## config.mk

```make
export PLATFORM = sky130hd
export DESIGN_NAME = boot_loader
export DESIGN_NICKNAME = d
export VERILOG_FILES = /design/src/rtl/boot_loader.sv
export SDC_FILE = /design/constraint.sdc
export NUM_CORES = 1
export LEC_CHECK = 0
export ABC_CLOCK_PERIOD_IN_PS = 7200
export CELL_PAD_IN_SITES_DETAIL_PLACEMENT = 0
export CELL_PAD_IN_SITES_GLOBAL_PLACEMENT = 1
export CORE_ASPECT_RATIO = 1.5
export CORE_UTILIZATION = 44
export DETAILED_ROUTE_END_ITERATION = 8
export PLACE_DENSITY = 0.8
export RECOVER_POWER = 25
export SETUP_SLACK_MARGIN = 0.5
export SKIP_LAST_GASP = 1
export SYNTH_ARGS = -nofsm -noshare
export SYNTH_HDL_FRONTEND = slang
export SYNTH_SLANG_ARGS = --single-unit
```

## constraint.sdc

```tcl
create_clock -name clock -period 7.2 [get_ports clock]
set_input_delay 1.44 -clock clock [delete_from_list [all_inputs] [get_ports clock]]
set_output_delay 1.44 -clock clock [all_outputs]
set_load 0.005 [all_outputs]
```

## src/rtl/boot_loader.sv

```systemverilog
// Byte-stream program loader: frames length, little-endian words and an XOR checksum,
// writes words into instruction memory and releases the CPU once the image checks out.
module boot_loader #(
  parameter int ADDR_WIDTH = 10
) (
  input  logic        clock,
  input  logic        reset,
  input  logic        rx_valid,
  input  logic [7:0]  rx_data,
  output logic        rx_ready,
  input  logic        reload,
  output logic        imem_we,
  output logic [31:0] imem_addr,
  output logic [31:0] imem_wdata,
  output logic        cpu_run,
  output logic        done,
  output logic        error,
  output logic [2:0]  dbg_state
);

  typedef enum logic [2:0] {S_LEN, S_DATA, S_CSUM, S_DONE, S_ERR} state_t;

  localparam logic [32:0] MAX_WORDS = 33'(1) << ADDR_WIDTH;

  // Handshake: a byte moves on a rising edge where rx_valid & rx_ready is high and
  // reload is low; rx_ready is registered and only high in the intake states.
  state_t                state, state_d;
  logic [31:0]           len, len_d, len_shift;
  logic [1:0]            cnt, cnt_d;
  logic [ADDR_WIDTH:0]   word, word_d, word_inc;
  logic [23:0]           byte_buf, buf_d;
  logic [7:0]            csum, csum_d;
  logic                  rx_ready_d, we_d, take;
  logic [31:0]           addr_d, wdata_d;

  assign len_shift = {rx_data, len[31:8]};
  assign word_inc  = word + 1'b1;
  assign take      = rx_valid & rx_ready & ~reload;

  always_comb begin
    state_d = state;
    len_d   = len;
    cnt_d   = cnt;
    word_d  = word;
    buf_d   = byte_buf;
    csum_d  = csum;
    we_d    = 1'b0;
    addr_d  = imem_addr;
    wdata_d = imem_wdata;
    if (reload) begin
      state_d = S_LEN;
      len_d   = '0;
      cnt_d   = '0;
      word_d  = '0;
      buf_d   = '0;
      csum_d  = '0;
    end else if (take) begin
      case (state)
        S_LEN: begin
          len_d = len_shift;
          cnt_d = cnt + 2'd1;
          if (cnt == 2'd3) begin
            word_d = '0;
            if (len_shift == 32'd0)                   state_d = S_CSUM;
            else if ({1'b0, len_shift} > MAX_WORDS)   state_d = S_ERR;
            else                                      state_d = S_DATA;
          end
        end
        S_DATA: begin
          csum_d = csum ^ rx_data;
          cnt_d  = cnt + 2'd1;
          case (cnt)
            2'd0: buf_d[7:0]   = rx_data;
            2'd1: buf_d[15:8]  = rx_data;
            2'd2: buf_d[23:16] = rx_data;
            default: begin
              // Completed word goes out on the following cycle while intake continues.
              we_d    = 1'b1;
              addr_d  = 32'({word[ADDR_WIDTH-1:0], 2'b00});
              wdata_d = {rx_data, byte_buf};
              word_d  = word_inc;
              if (word_inc == len[ADDR_WIDTH:0]) state_d = S_CSUM;
            end
          endcase
        end
        S_CSUM:  state_d = (rx_data == csum) ? S_DONE : S_ERR;
        default: state_d = state;
      endcase
    end
    rx_ready_d = (state_d == S_LEN) || (state_d == S_DATA) || (state_d == S_CSUM);
  end

  always_ff @(posedge clock or negedge reset) begin
    if (!reset) begin
      state      <= S_LEN;
      len        <= '0;
      cnt        <= '0;
      word       <= '0;
      byte_buf   <= '0;
      csum       <= '0;
      rx_ready   <= 1'b0;
      imem_we    <= 1'b0;
      imem_addr  <= '0;
      imem_wdata <= '0;
    end else begin
      state      <= state_d;
      len        <= len_d;
      cnt        <= cnt_d;
      word       <= word_d;
      byte_buf   <= buf_d;
      csum       <= csum_d;
      rx_ready   <= rx_ready_d;
      imem_we    <= we_d;
      imem_addr  <= addr_d;
      imem_wdata <= wdata_d;
    end
  end

  assign cpu_run   = (state == S_DONE);
  assign done      = (state == S_DONE);
  assign error     = (state == S_ERR);
  assign dbg_state = state;

endmodule

```

; ---- Yosys cells after proc, flatten, opt, wreduce, memory -nomap -nowiden
; Cells that the tools add are included.
[word_totals]
elab_cells = 90
out_inout_bits = 72
ff_bits = 124
[classes]
eq_ne = 13
addsub = 2
n_reduce_logical = 24
order_cmp = 1
muxes = 33
n_bitwise = 5
[op_table]
columns = cell, count
row1 = $mux W32, 3
row2 = $mux W24, 3
row3 = $mux W8, 6
row4 = $mux W11, 4
row5 = $gt A32 B11 Y1 const B, 1
row6 = $logic_not A32 Y1, 1
row7 = $mux W3, 8
row8 = $pmux W11 S2, 1
row9 = $reduce_bool A2 Y1, 7
row10 = $add A11 B1 Y11 const B, 1
row11 = $eq A11 B11 Y1, 1
row12 = $eq A3 B2 Y1 const B, 3
row13 = $pmux W3 S3, 1
row14 = $reduce_and A3 Y1, 3
row15 = $eq A8 B8 Y1, 1
row16 = $reduce_and A4 Y1, 2
row17 = $xor A8 B8 Y8, 1
row18 = $eq A3 B1 Y1 const B, 2
row19 = $logic_not A3 Y1, 2
row20 = $mux W2, 3
row21 = $ne A3 B3 Y1 const B, 2
row22 = $reduce_and A2 Y1, 3
row23 = $eq A2 B2 Y1 const B, 2
row24 = $mux W1, 4
row25 = 10 further kinds, 13

; ---- Logic depth before layout (Yosys ltp)
[depth]
depth_word = 10
mapped_depth = 9
depth_no_buf = 7

; ---- Worst setup path after synthesis
; Ideal clock, no wire load.
[synth_timing]
path_kind = input-to-reg
startpoint = input port rx_data[5]
endpoint = register rx_ready
path_slack_ps = 4294
required_time_ps = 7074
arrival_ps = 2780
stages = 7
n_path_buf = 1
path_cell_list = clkbuf_1 > nor4_1 > nand4_1 > nor3_1 > a221oi_1 > o31a_1 > o32a_1
[synth_between]
elab_chain_cells = 10
word_cells_on_any_way = 15
cone_classes = order compare (1) / eq/ne (3) / mux (7) / reduce/logical (4)
[synth_rtl]
columns = element, line_no
row1 = start: declaration, 9  ; input logic [7:0] rx_data,
row2 = $gt A32 B11 Y1, 65  ; else if ({1'b0, len_shift} > MAX_WORDS) state_d = S_ERR;
row3 = $mux W3, 65
row4 = $mux W3, 64  ; if (len_shift == 32'd0) state_d = S_CSUM;
row5 = $mux W3, 62  ; if (cnt == 2'd3) begin
row6 = $pmux W3 S3 (*), 58  ; case (state)
row7 = $mux W3 (*), 57  ; end else if (take) begin
row8 = $mux W3 (*), 50  ; if (reload) begin
row9 = $eq A3 B1 Y1 / $logic_not A3 Y1 (equally long branches), 90  ; rx_ready_d = (state_d == S_LEN) || (state_d == S_DATA) || (state_d == S_CSUM);
row10 = $logic_or A1 B1 Y1, 90
row11 = $logic_or A1 B1 Y1 (*), 90
row12 = net rx_ready_d, 33  ; logic rx_ready_d, we_d, take;
row13 = end signal: assignment, 112  ; rx_ready <= rx_ready_d;
row14 = end: declaration, 10  ; output logic rx_ready,
; The timed path passes the listed nets; every way through them passes the cells marked *.
; A chain may end at the register's enable or synchronous reset.

; ---- Worst setup path after layout
[layout_timing]
startpoint = input port rx_valid
endpoint = register word[6]
[layout_between]
elab_chain_cells = 4
[layout_rtl]
columns = element, line_no
row1 = start: declaration, 8  ; input logic rx_valid,
row2 = $and A1 B1 Y1 (2 in series), 38  ; assign take = rx_valid & rx_ready & ~reload;
row3 = $reduce_bool A2 Y1 (no line), --
row4 = $reduce_and A4 Y1 (no line), --
row5 = end signal: assignment, 109  ; word <= word_d;
row6 = end: declaration, 30  ; logic [ADDR_WIDTH:0] word, word_d, word_inc;
; No other way between the ends.

==> run metrics <==
worst path required time=7.52 ns; CP cell instances=dlygate4sd3_1 > nand2_1 > nor2_2 > clkbuf_1 > nand3b_1 > inv_2 > and2_1 > o21ai_0 > o31ai_1; Routed WL=13800 um; Area Overhead vs Synth=19.5%; Bufs and invs on worst path=3; cts repair resizes=0; antenna-violating nets left=0; number of hold-repair buffers added at the cts stage=0; gr ovfl total=0; Sequential cell area=3100 um2; failing checks=max-capacitance violations; CP Data Arrival Time=4.61 ns; most common cell after layout, fill and taps aside=nand2_1; ys flop type=dfrtp_1; Multi-input gate area=2450 um2; asr flop ratio synth=100%; Setup Skew=0.00826 ns; Worst Max-Slew Pin Slew=1.49 ns; Post-Synth Simple-Gate Area=24.1%; CP max-delay cell=clkbuf_1; total power=1.76 mW; fin crit share=59.6%; first-pass GRT wire length=22500 um; share of post-route cells with drive strength above 1=6.50%; setup repair after global routing missed its margin=no; fillers=1243; setup TNS=0 ns; final hold vios=0; Met2 Wirelength=7220 um; Crit path largest cell delay=1.09 ns; drc violations=0; Synth Area in Compound Gates=9.85%; PwrDens=250 nW/um2; 1st-iter DRT viols=209; Hold Crit Class=reg2reg; Avg WL per Cell=15.6 um; mapped cell area=5880 um2; Avg Inst Size Synth=8.72 um2; antenna cells=0; register area share after synthesis=52.7%; initial antenna violation count=0; Row Count=51; router iterations before antenna repair=5; initial core utilization=45.2%; CP max FO=49; DR top layer=met4; nets@finish=727; Worst setup EP type=register; I/O pins=84; buffers inserted by post-CTS timing repair=0; largest net degree at the start of global routing=75; fmax=233 MHz; clock root cell=clkbuf_16; H-tree depth=4; #FFs+latches synth=124; HPWL Detailed=8840 um; routed via count=4692; largest family of logic cells by synthesized area=simple AND/OR/NAND/NOR gates; Tmin final=4.29 ns; CTS tree=built; Cells after Synth=675; post-synthesis cell type count=52; final setup vio count=0; post-synthesis xor/xnor area fraction=5.02%; Reg2Reg Depth=8; Port-buffer cells=61; vias in the first global route=4485; Crit. Startpoint=rx_valid; Slew Viols, Final=0; Leak=3.18 nW; CP endpoint=word[6]; Clk Latency, worst-skew pair=0.41 ns; worst reg2reg path endpoint=word[6]; CORE AREA=13000 um2; outcome=complete, but fails checks; worst r2r src=dbg_state[1]; Reg clk slew, reported paths=0.06 ns; commonest non-fill, non-tap cells in the layout=nand2_1 (234), dfrtp_1 (124), a21oi_1 (60); Yosys warning total=0; total CTS buffers=17; multiplexer share of the synthesized area=0.170%; Crit path max-delay family=buffers and inverters; WL met3=571 um; routability congestion estimate=0.843; DIE AREA=13800 um2; maximum VDD drop=0.000191 V; Crit. path cell count=9; Synth Area in Adders=1.06%; critical path type=in2reg; Post-synth EDFFs=0; vias per cell=5.32; r2r setup slk=3.60 ns; clock buffer depth=2; overall routing resource usage=21.6%; chip width=96.4 um; Worst setup SP type=input port; clk sinks=124; met1 wire length=5740 um; Max Cap Violations=1; Worst slew margin=0.368%; Die H=144 um
cell usage after synthesis, types with 2 or more instances:
cell type | number | area, um2
o31ai_1 | 4 | 30.0
clkbuf_1 | 33 | 124
o21ai_1 | 6 | 30.0
nor2_1 | 25 | 93.8
nand4_1 | 6 | 37.5
or3_1 | 2 | 12.5
buf_6 | 2 | 22.5
nand3_1 | 30 | 150
dfrtp_1 | 124 | 3100
nand2_1 | 234 | 878
and2_1 | 4 | 25.0
xnor2_1 | 19 | 166
a21o_1 | 2 | 15.0
buf_2 | 12 | 60.1
nor3b_1 | 2 | 15.0
or2_0 | 2 | 12.5
a31oi_1 | 3 | 18.8
a211oi_1 | 5 | 37.5
nor4_1 | 7 | 43.8
nor3_1 | 7 | 35.0
ha_1 | 5 | 62.6
a21oi_1 | 60 | 300
o21ai_0 | 12 | 60.1
xor2_1 | 12 | 105
buf_4 | 24 | 180
inv_1 | 6 | 22.5
o2111ai_1 | 2 | 17.5
sequential cells by signal, summed over array words and instances (netlist names):
signal / cells
byte_buf: 24
cnt: 2
csum: 8
dbg_state: 3
imem_addr: 10
imem_wdata: 32
imem_we: 1
len: 32
rx_ready: 1
word: 11
per-stage QoR:
step / instances / utilization (%) / hold slack (ns) / area, um2 / setup WS, ns
final: 882 / 54.0 / 0.467 / 7030 / 2.91
after global routing: 882 / 54.0 / 0.489 / 7030 / 2.60
after CTS: 882 / 54.0 / 0.472 / 7030 / 3.85
after detailed placement: 850 / 49.3 / 0.460 / 6420 / 3.41
after global placement: 850 / 49.3 / 0.450 / 6420 / 3.48
after floorplan: 696 / - / 0.439 / 5960 / 4.29
layout make-up:
class	instances	share of cell area (%)
clock buffers	18	6.11
clock inverters	14	2.60
inverters	7	0.374
multi-input cells	494	34.9
flip-flops and latches	124	44.2
well taps	159	2.83
repair buffers	66	9.06
where the power goes:
group          leakage, nW  switching (mW)  internal, mW  total, mW
registers             1.72          0.0181         0.715      0.733
clock network        0.289           0.331         0.552      0.882
logic                 1.17          0.0968        0.0457      0.142
kinds of logic after synthesis:
family	Yosys count
xor gates and xnor gates	32
buffers and inverters	78
AOI/OAI and AO/OA	102
DFF	124
adders and majority gates	5
and+or+nand+nor	332
other	1
muxes	1
worst min path at each step:
| stage | start | end | slack [ns] | cells after the start |
|---|---|---|---|---|
| after floorplan | byte_buf[0] | imem_wdata[0] | 0.44 | 2 |
| after global placement | byte_buf[8] | imem_wdata[8] | 0.45 | 2 |
| after detailed placement | byte_buf[8] | imem_wdata[8] | 0.46 | 2 |
| after CTS | byte_buf[19] | imem_wdata[19] | 0.47 | 2 |
| after global routing | byte_buf[20] | imem_wdata[20] | 0.49 | 2 |
| final | byte_buf[19] | imem_wdata[19] | 0.47 | 2 |
per-layer routing:
metal / global-route usage (%) / vias up
met3: 5.08 / 16
met2: 36.9 / 133
met1: 26.6 / 2296
met4: 6.89 / 0
li1: - / 2247
met5: 0 / -
worst min-delay path, delay by kind of cell, from the launching register on:
family | cells | cell delay, ns
flops | 1 | 0.34
simple gates | 2 | 0.10
No activity file was read; power rests on OpenSTA's default activity.
